<file path="src/rtl/missile_unit.sv">
// missile_unit: pool of ship missiles stepped once per frame,
// spawned on fire edges and drawn as 2x2 white squares.
// Ports:
//   clk, resetN      clock; async reset, active HIGH despite name
//   fire             fire button level (rising edge requests)
//   frame_tick       1-cycle pulse at start of vertical blank
//   ship_x/ship_y    ship centre in pixels
//   sin_val/cos_val  ship heading, Q.16 signed (1.0 = 65536)
//   pxl_x/pxl_y      current scan pixel
//   collision        drawn missile pixel hit another object
//   Red/Green/Blue   pixel colour
//   Draw             missile pixel present (1-cycle latency)
//   active           per-slot alive mask
module missile_unit #(
  parameter int WIDTH        = 640,
  parameter int HEIGHT       = 480,
  parameter int NUM_MISSILES = 4,
  parameter int LIFETIME     = 60,
  parameter int COOLDOWN     = 8,
  localparam int XW = $clog2(WIDTH),
  localparam int YW = $clog2(HEIGHT)
) (
  input  logic                    clk,
  input  logic                    resetN,
  input  logic                    fire,
  input  logic                    frame_tick,
  input  logic [XW-1:0]           ship_x,
  input  logic [YW-1:0]           ship_y,
  input  logic signed [17:0]      sin_val,
  input  logic signed [17:0]      cos_val,
  input  logic [XW-1:0]           pxl_x,
  input  logic [YW-1:0]           pxl_y,
  input  logic                    collision,
  output logic [3:0]              Red,
  output logic [3:0]              Green,
  output logic [3:0]              Blue,
  output logic                    Draw,
  output logic [NUM_MISSILES-1:0] active
);

  localparam int IW =
    (NUM_MISSILES > 1) ? $clog2(NUM_MISSILES) : 1;
  localparam int CW =
    (COOLDOWN > 0) ? $clog2(COOLDOWN + 1) : 1;
  localparam int XSW = XW + 8;
  localparam int YSW = YW + 8;
  localparam logic signed [XSW-1:0] XLIM =
    XSW'(WIDTH * 64);
  localparam logic signed [YSW-1:0] YLIM =
    YSW'(HEIGHT * 64);
  localparam logic [IW-1:0] LAST =
    IW'(NUM_MISSILES - 1);

  typedef enum logic [1:0] {
    IDLE,
    UPDATE,
    SPAWN
  } state_t;

  state_t state, state_nx;

  logic [XW+5:0]      pos_x [NUM_MISSILES];
  logic [YW+5:0]      pos_y [NUM_MISSILES];
  logic signed [10:0] vel_x [NUM_MISSILES];
  logic signed [10:0] vel_y [NUM_MISSILES];
  logic [6:0]         age   [NUM_MISSILES];
  logic [NUM_MISSILES-1:0] alive;

  logic [IW-1:0] slot;
  logic [IW-1:0] free_sel;
  logic [IW-1:0] hit_sel;
  logic [IW-1:0] draw_idx;
  logic          free_any;
  logic          hit;
  logic          fire_q;
  logic          fire_pending;
  logic [CW-1:0] cooldown;
  logic [XW:0]   dx;
  logic [YW:0]   dy;

  logic signed [10:0] vx_new;
  logic signed [10:0] vy_new;
  logic               unused_bits;

  // >>>8 of a Q.16 heading is just its upper bits.
  assign vx_new = {cos_val[17], cos_val[17:8]};
  assign vy_new = -{sin_val[17], sin_val[17:8]};
  assign unused_bits = ^{cos_val[7:0], sin_val[7:0]};

  assign active = alive;
  assign Red    = {4{Draw}};
  assign Green  = {4{Draw}};
  assign Blue   = {4{Draw}};

  // Velocity is at most 8 px/frame, so one wrap suffices.
  function automatic logic [XW+5:0] step_x(
    input logic [XW+5:0]      p,
    input logic signed [10:0] v
  );
    logic signed [XSW-1:0] s;
    s = $signed({2'b00, p}) + XSW'(v);
    if (s >= XLIM)
      s = s - XLIM;
    else if (s[XSW-1])
      s = s + XLIM;
    return s[XW+5:0];
  endfunction

  function automatic logic [YW+5:0] step_y(
    input logic [YW+5:0]      p,
    input logic signed [10:0] v
  );
    logic signed [YSW-1:0] s;
    s = $signed({2'b00, p}) + YSW'(v);
    if (s >= YLIM)
      s = s - YLIM;
    else if (s[YSW-1])
      s = s + YLIM;
    return s[YW+5:0];
  endfunction

  // Descending scan so the lowest index wins.
  always_comb begin
    hit     = 1'b0;
    hit_sel = '0;
    dx      = '0;
    dy      = '0;
    for (int i = NUM_MISSILES - 1; i >= 0; i--) begin
      dx = {1'b0, pxl_x} - {1'b0, pos_x[i][XW+5:6]};
      dy = {1'b0, pxl_y} - {1'b0, pos_y[i][YW+5:6]};
      if (alive[i] && dx[XW:1] == '0
          && dy[YW:1] == '0) begin
        hit     = 1'b1;
        hit_sel = IW'(i);
      end
    end
  end

  always_comb begin
    free_any = 1'b0;
    free_sel = '0;
    for (int i = NUM_MISSILES - 1; i >= 0; i--) begin
      if (!alive[i]) begin
        free_any = 1'b1;
        free_sel = IW'(i);
      end
    end
  end

  always_ff @(posedge clk or posedge resetN) begin
    if (resetN)
      state <= IDLE;
    else
      state <= state_nx;
  end

  always_comb begin
    state_nx = state;
    unique case (state)
      IDLE:    if (frame_tick) state_nx = UPDATE;
      UPDATE:  if (slot == LAST) state_nx = SPAWN;
      SPAWN:   state_nx = IDLE;
      default: state_nx = IDLE;
    endcase
  end

  always_ff @(posedge clk or posedge resetN) begin
    if (resetN) begin
      fire_q       <= 1'b0;
      fire_pending <= 1'b0;
      cooldown     <= '0;
      slot         <= '0;
      Draw         <= 1'b0;
      draw_idx     <= '0;
      alive        <= '0;
      for (int i = 0; i < NUM_MISSILES; i++) begin
        pos_x[i] <= '0;
        pos_y[i] <= '0;
        vel_x[i] <= '0;
        vel_y[i] <= '0;
        age[i]   <= '0;
      end
    end else begin
      fire_q <= fire;
      // A new edge beats the SPAWN clear.
      if (fire && !fire_q)
        fire_pending <= 1'b1;
      else if (state == SPAWN)
        fire_pending <= 1'b0;

      Draw     <= hit;
      draw_idx <= hit_sel;

      if (state == UPDATE) begin
        slot <= slot + 1'b1;
        if (alive[slot]) begin
          pos_x[slot] <= step_x(pos_x[slot], vel_x[slot]);
          pos_y[slot] <= step_y(pos_y[slot], vel_y[slot]);
          age[slot]   <= age[slot] - 7'd1;
          if (age[slot] == 7'd1)
            alive[slot] <= 1'b0;
        end
      end else begin
        slot <= '0;
      end

      if (state == SPAWN) begin
        if (fire_pending && cooldown == '0
            && free_any) begin
          pos_x[free_sel] <= {ship_x, 6'd0};
          pos_y[free_sel] <= {ship_y, 6'd0};
          vel_x[free_sel] <= vx_new;
          vel_y[free_sel] <= vy_new;
          age[free_sel]   <= 7'(LIFETIME);
          alive[free_sel] <= 1'b1;
          cooldown        <= CW'(COOLDOWN);
        end else if (cooldown != '0) begin
          cooldown <= cooldown - 1'b1;
        end
      end

      // Last assignment: a kill overrides a same-cycle update.
      if (collision && Draw)
        alive[draw_idx] <= 1'b0;
    end
  end

endmodule

</file>
<file path="config.mk">
export PLATFORM = sky130hd
export DESIGN_NAME = missile_unit
export DESIGN_NICKNAME = d
export VERILOG_FILES = /design/src/rtl/missile_unit.sv
export SDC_FILE = /design/constraint.sdc
export NUM_CORES = 1
export LEC_CHECK = 0
export ABC_AREA = 1
export BUFFER_PORTS_ARGS = -buffer_cell sky130_fd_sc_hd__buf_2
export CAP_MARGIN = 20
export CORE_UTILIZATION = 64
export CTS_BUF_LIST = sky130_fd_sc_hd__clkbuf_2
export CTS_CLUSTER_SIZE = 30
export DETAILED_ROUTE_END_ITERATION = 7
export PLACE_DENSITY = 0.83
export RECOVER_POWER = 100
export SYNTH_ARGS = -nofsm -noshare
export SYNTH_HDL_FRONTEND = slang
export SYNTH_SLANG_ARGS = --single-unit
</file>
<file path="constraint.sdc">
create_clock -name clk -period 8.9 [get_ports clk]
set_clock_uncertainty 0.15 [all_clocks]
set_input_delay 0.89 -clock clk [delete_from_list [all_inputs] [get_ports clk]]
set_output_delay 0.89 -clock clk [all_outputs]
set_load 0.01 [all_outputs]
</file>
==> results.tsv, run 1 <==
metric	value	unit
status	complete, but fails checks	
failed_checks	max-capacitance violations, max-slew violations	
yosysWarnings	0	
io_buffers	79	
tightest_slew	5.57	ns
h-tree-depth	3	
required	9.47	ns
dpl.hpwl	36000	µm
wl	52900	µm
hold_viol	0	
synthDistinctLibCells	52	
final_common_cell	nand2_1	
cpMostUsedCell	o21ai_0	
critical_path_arrival	7.53	ns
critPathCaptureType	register	
min_from	cos_val[10]	
initial_core_util	0.656	
drt_iter0_markers	1804	
cts_buffer_depth	3	
synth_edf_count	0	
max_cap_violations	12	
overflow	0	
rsz0062_at_grt	no	
vias	18200	
synthFlopType	dfrtp_1	
relSlewSlack	-2.73	
row_count	61	
ant_nets	0	
cts.repair.resized	0	
crit_chain	inv_4, o21ai_0, nand3_1, inv_1, nand2_1, clkinv_1, clkbuf_1, o21ai_0, a21oi_1	
coreArea	28000	µm²
critPathSlowestCell	clkbuf_1	
path_class	reg -> reg	
grtUsageTotal	0.368	
crit_fanout	82	
post_drt_wl_per_cell	17.1	µm
crit_path_end	pos_y[17]$_DFF_PP0_	
fmax	0.144	GHz
rrSetupSlack	1.94	ns
cts-root-buf	clkbuf_2	
synth_cells	2603	
crit_start	slot[0]$_DFF_PP0_	
cts_tree	done	
nets	2859	
r2r_cells	9	
avgSynthCellArea	7.06	µm²
io_pins	96	
antenna_found_initial	2	
cts_hold_buf	1	
setup_tns	0	ns
path_clk_slew	0.10	ns
place_congestion	0.982	
cts_sinks	253	
via_per_inst	5.91	
drive_gt1_frac	0.0796	
fp.dieH	171	µm
final_cell_mix	nand2_1 (570), inv_1 (347), o21ai_0 (307)	
setup_violations	0	
n_fill_cell	2558	
reg2reg_from	slot[0]$_DFF_PP0_	
grt_pass1_wl	84700	µm
synth_area	18400	µm²
cp-start-kind	register	
ys_ff_latch	253	
syn_nets	2806	
period_needed	6.96	ns
firstDrtPassIters	6	
hold_class	in -> reg	
clk_latency	0.90	ns
grt_max_degree	127	
drcViolationCount	0	
die_w	171	µm
period_share	0.782	
slew_violations	661	
cts_setup_buffers	0	
critPathMaxStageDelay	1.68	ns
syn_to_final_growth	5.16	%
fp.dieArea	29400	µm²
reg2reg_to	pos_y[17]$_DFF_PP0_	
cts_buffers	72	
async_flop_share	1.00	
grt_pass1_vias	17400	
yosysSeqAreaShare	0.345	
[stage by stage]
step / util / setup slack (ns) / cell area [µm²] / hold WS [ns] / cells
floorplan: - / 0.903 / 18400 / 0.260 / 2603
global placement: 0.672 / 4.19 / 18800 / 0.260 / 2959
detailed placement: 0.672 / 4.07 / 18800 / 0.287 / 2959
CTS: 0.694 / 3.97 / 19500 / 0.0284 / 3080
global route: 0.689 / 1.87 / 19300 / 0.117 / 3082
finish: 0.689 / 1.94 / 19300 / 0.139 / 3082
[layout make-up]
type	count	area, µm²	share of cell area
timing repair buffer	100	497	0.0257
clock buffer	102	510	0.0264
antenna	2	5.00	0.000259
inverter	354	1330	0.0690
tap	378	473	0.0245
multi-input combinational	1875	10000	0.520
sequential	253	6330	0.328
clock inverter	18	120	0.00622
[flip-flops by register name (all words and copies together) (netlist names)]
| signal | count |
|---|---|
| pos_y | 60 |
| age | 28 |
| vel_x | 40 |
| pos_x | 64 |
| slot | 2 |
| state | 2 |
| vel_y | 44 |
| Draw | 1 |
| fire_pending | 1 |
| cooldown | 4 |
| active | 4 |
| draw_idx | 2 |
| fire_q | 1 |
[routing by layer]
metal  global-route usage  routed length, µm
met1                0.479              21200
met2                0.590              24100
met3               0.0603               5180
met4                0.192               2310
met5                    0                  0
[critical path: cells and delay by family, from the launching register on]
kind            cells  cell delay (ns)
flops               1             1.60
simple gates        2             0.88
compound gates      3             0.93
buf+inv             4             3.17
[cell usage after synthesis (5+ instances only)]
cell,n,area share
a211oi_1,5,0.0020
a21o_1,7,0.0029
a21oi_1,272,0.074
a31oi_1,16,0.0055
and2_1,5,0.0017
buf_2,28,0.0076
buf_4,14,0.0057
buf_6,7,0.0043
clkbuf_1,67,0.014
dfrtp_1,253,0.34
fa_1,10,0.011
ha_1,114,0.078
inv_1,344,0.070
inv_2,8,0.0016
nand2_1,568,0.12
nand2_2,11,0.0037
nand3_1,111,0.030
nand3b_1,14,0.0057
nand4_1,32,0.011
nor2_1,216,0.044
nor3_1,22,0.0060
o211ai_1,8,0.0033
o21ai_0,284,0.077
o21ai_1,28,0.0076
o21bai_1,11,0.0045
o22ai_1,36,0.012
o22ai_2,8,0.0055
or2_2,5,0.0017
xnor2_1,20,0.0095
xor2_1,39,0.019
[worst min path at each step]
stage	to	cells after the start
floorplan	fire_pending$_DFFE_PP0P_	1
global placement	fire_pending$_DFFE_PP0P_	1
detailed placement	fire_pending$_DFFE_PP0P_	1
CTS	vel_x[8]$_DFFE_PP0P_	2
global route	vel_x[2]$_DFFE_PP0P_	3
finish	vel_x[2]$_DFFE_PP0P_	3
[cells by family (layout without fill, tap and decap cells)]
group                      Yosys count  after routing  share of synthesized area
xor gates and xnor gates            59             59                     0.0281
buffers and inverters              475            574                      0.105
DFF                                253            253                      0.345
and+or+nand+nor                    999            999                      0.230
AOI/OAI and AO/OA                  693            693                      0.204
adders and majority gates          124            124                     0.0886
other                                0              2                          0
Power of run 1 is left out: the tool's default activity adds up to more than one toggle a clock period on the data nets, which glitch-free logic cannot reach.
==> run 2: changes to the inputs <==
clock period = 7.21 ns   (was 8.9 ns; I/O delays follow)
==> run 2 against run 1 <==
Against the previous run:
- the run still ends with max-capacitance violations, max-slew violations left
- routed wire length up 1.3%
- setup slack worse by 0.58 ns
- highest routed layer unchanged
- critical path type unchanged
- cell area up 0.94%
==> results.tsv, run 2 (synthesis gave the netlist of run 1 again) <==
metric	value	unit	change
path_clk_slew	0.10	ns	about the same
met1_usage	0.473		was 0.479
crit_fanout	71		was 82
rsz0062_at_grt	no		unchanged
critical_path_arrival	6.36	ns	was 7.53 ns
antenna_found_initial	2		unchanged
cts_setup_buffers	0		unchanged
vias	18400		was 18,200
ant_nets	0		unchanged
dpl.hpwl	35900	µm	was 36,000 µm
hold_class	in -> reg		unchanged
firstDrtPassIters	7		was 6
failed_checks	max-capacitance violations, max-slew violations		unchanged
slew_violations	482		was 661
drt_iter0_markers	1939		was 1,804
met3_usage	0.0656		was 0.0603
nets	2872		was 2,859
cts_buffers	69		was 72
required	7.71	ns	was 9.47 ns
status	complete, but fails checks		unchanged
initial_core_util	0.656		unchanged
layout_top_registers	pos_x (64), pos_y (60), vel_y (44)		unchanged
cts.repair.resized	0		unchanged
clk_latency	0.89	ns	was 0.90 ns
io_pins	96		unchanged
use_met2	0.615		was 0.590
overflow	0		unchanged
io_buffers	79		unchanged
fp.dieArea	29400	µm²	unchanged
h-tree-depth	3		unchanged
cts-root-buf	clkbuf_2		unchanged
critPathTopFamily	buffers and inverters		unchanged
cp-start-kind	register		unchanged
grtUsageTotal	0.370		was 0.368
tightest_slew	3.60	ns	was 5.57 ns
top_register	pos_x		unchanged
largest_reg_flops	64		unchanged
wl	53500	µm	was 52,900 µm
coreArea	28000	µm²	unchanged
critPathSlowestCell	dfrtp_1		was clkbuf_1
critPathMaxStageDelay	1.55	ns	was 1.68 ns
place_congestion	0.984		was 0.982
crit_chain	inv_4, a21oi_1, o21ai_0, nand3_1, inv_1, nand2_1, clkinv_1, buf_4, o21ai_0, o22ai_1		was inv_4, o21ai_0, nand3_1, inv_1, nand2_1, clkinv_1, clkbuf_1, o21ai_0, a21oi_1
cts_sinks	253		unchanged
grt_max_degree	157		was 127
cpMostUsedCell	o21ai_0		unchanged
post_drt_wl_per_cell	17.3	µm	was 17.1 µm
grt_busiest_layer	met2		unchanged
grt_pass1_vias	17300		was 17,400
setup_tns	0	ns	unchanged
fp.dieH	171	µm	unchanged
max_cap_violations	10		was 12
cts_tree	done		unchanged
period_needed	5.85	ns	was 6.96 ns
path_class	reg -> reg		unchanged
critPathCaptureType	register		unchanged
cts_hold_buf	17		was 1
drcViolationCount	0		unchanged
fmax	0.171	GHz	was 0.144 GHz
final_cell_mix	nand2_1 (571), inv_1 (346), o21ai_0 (305)		was nand2_1 (570), inv_1 (347), o21ai_0 (307)
hold_viol	0		unchanged
die_w	171	µm	unchanged
drive_gt1_frac	0.0814		was 0.0796
final_common_cell	nand2_1		unchanged
syn_to_final_growth	6.15	%	was 5.16%
cts_buffer_depth	3		unchanged
rrSetupSlack	1.36	ns	was 1.94 ns
period_share	0.812		was 0.782
setup_violations	0		unchanged
relSlewSlack	-1.40		was -2.73
row_count	61		unchanged
crit_buf_inv	4		unchanged
via_per_inst	5.94		was 5.91
grt_pass1_wl	85200	µm	was 84,700 µm
run 2: area by class of cell:
type                            instances  area [µm²]
Antenna cell                            2        5.00
Clock buffer                          102         510
Tap cell                              378         473
Multi-Input combinational cell       1875       10000
Fill cell                            2537        8520
Inverter                              354        1330
Clock inverter                         16         116
Timing Repair Buffer                  116         677
Sequential cell                       253        6330
run 2: worst paths after layout:
kind,start,end,depth (start not counted)
max,slot[0]$_DFF_PP0_,pos_x[22]$_DFF_PP0_,10
min,ship_y[7],pos_y[43]$_DFF_PP0_,3
max reg2reg,slot[0]$_DFF_PP0_,pos_x[22]$_DFF_PP0_,10
min reg2reg,fire_q$_DFF_PP0_,fire_pending$_DFFE_PP0P_,1
max in group asynchronous,resetN,vel_y[15]$_DFFE_PP0P_,4
min in group asynchronous,resetN,vel_x[29]$_DFFE_PP0P_,3
run 2: through the flow:
step / cells / hold slack (ns) / setup slack (ns) / cell area [µm²] / utilization
final: 3096 / 0.0298 / 1.36 / 19500 / 0.696
after global routing: 3096 / 0.0129 / 0.992 / 19500 / 0.696
after CTS: 3094 / 0.00144 / 2.41 / 19600 / 0.700
after detailed placement: 2959 / 0.276 / 2.49 / 18800 / 0.672
after global placement: 2959 / 0.261 / 2.64 / 18800 / 0.672
after floorplan: 2603 / 0.260 / 3.01 / 18400 / -
run 2: layer usage:
metal  vias up  part of all wire
met5         -                 0
met2       945              0.46
met4         0             0.037
met1      8561              0.40
met3       149             0.097
li1       8721                 -
run 2: tightest hold or removal path: stages:
cell and delay (ns):
buf_2 0.12, nor2_1 0.10, a21oi_1 0.04
Power of run 2 is left out for the same reason.
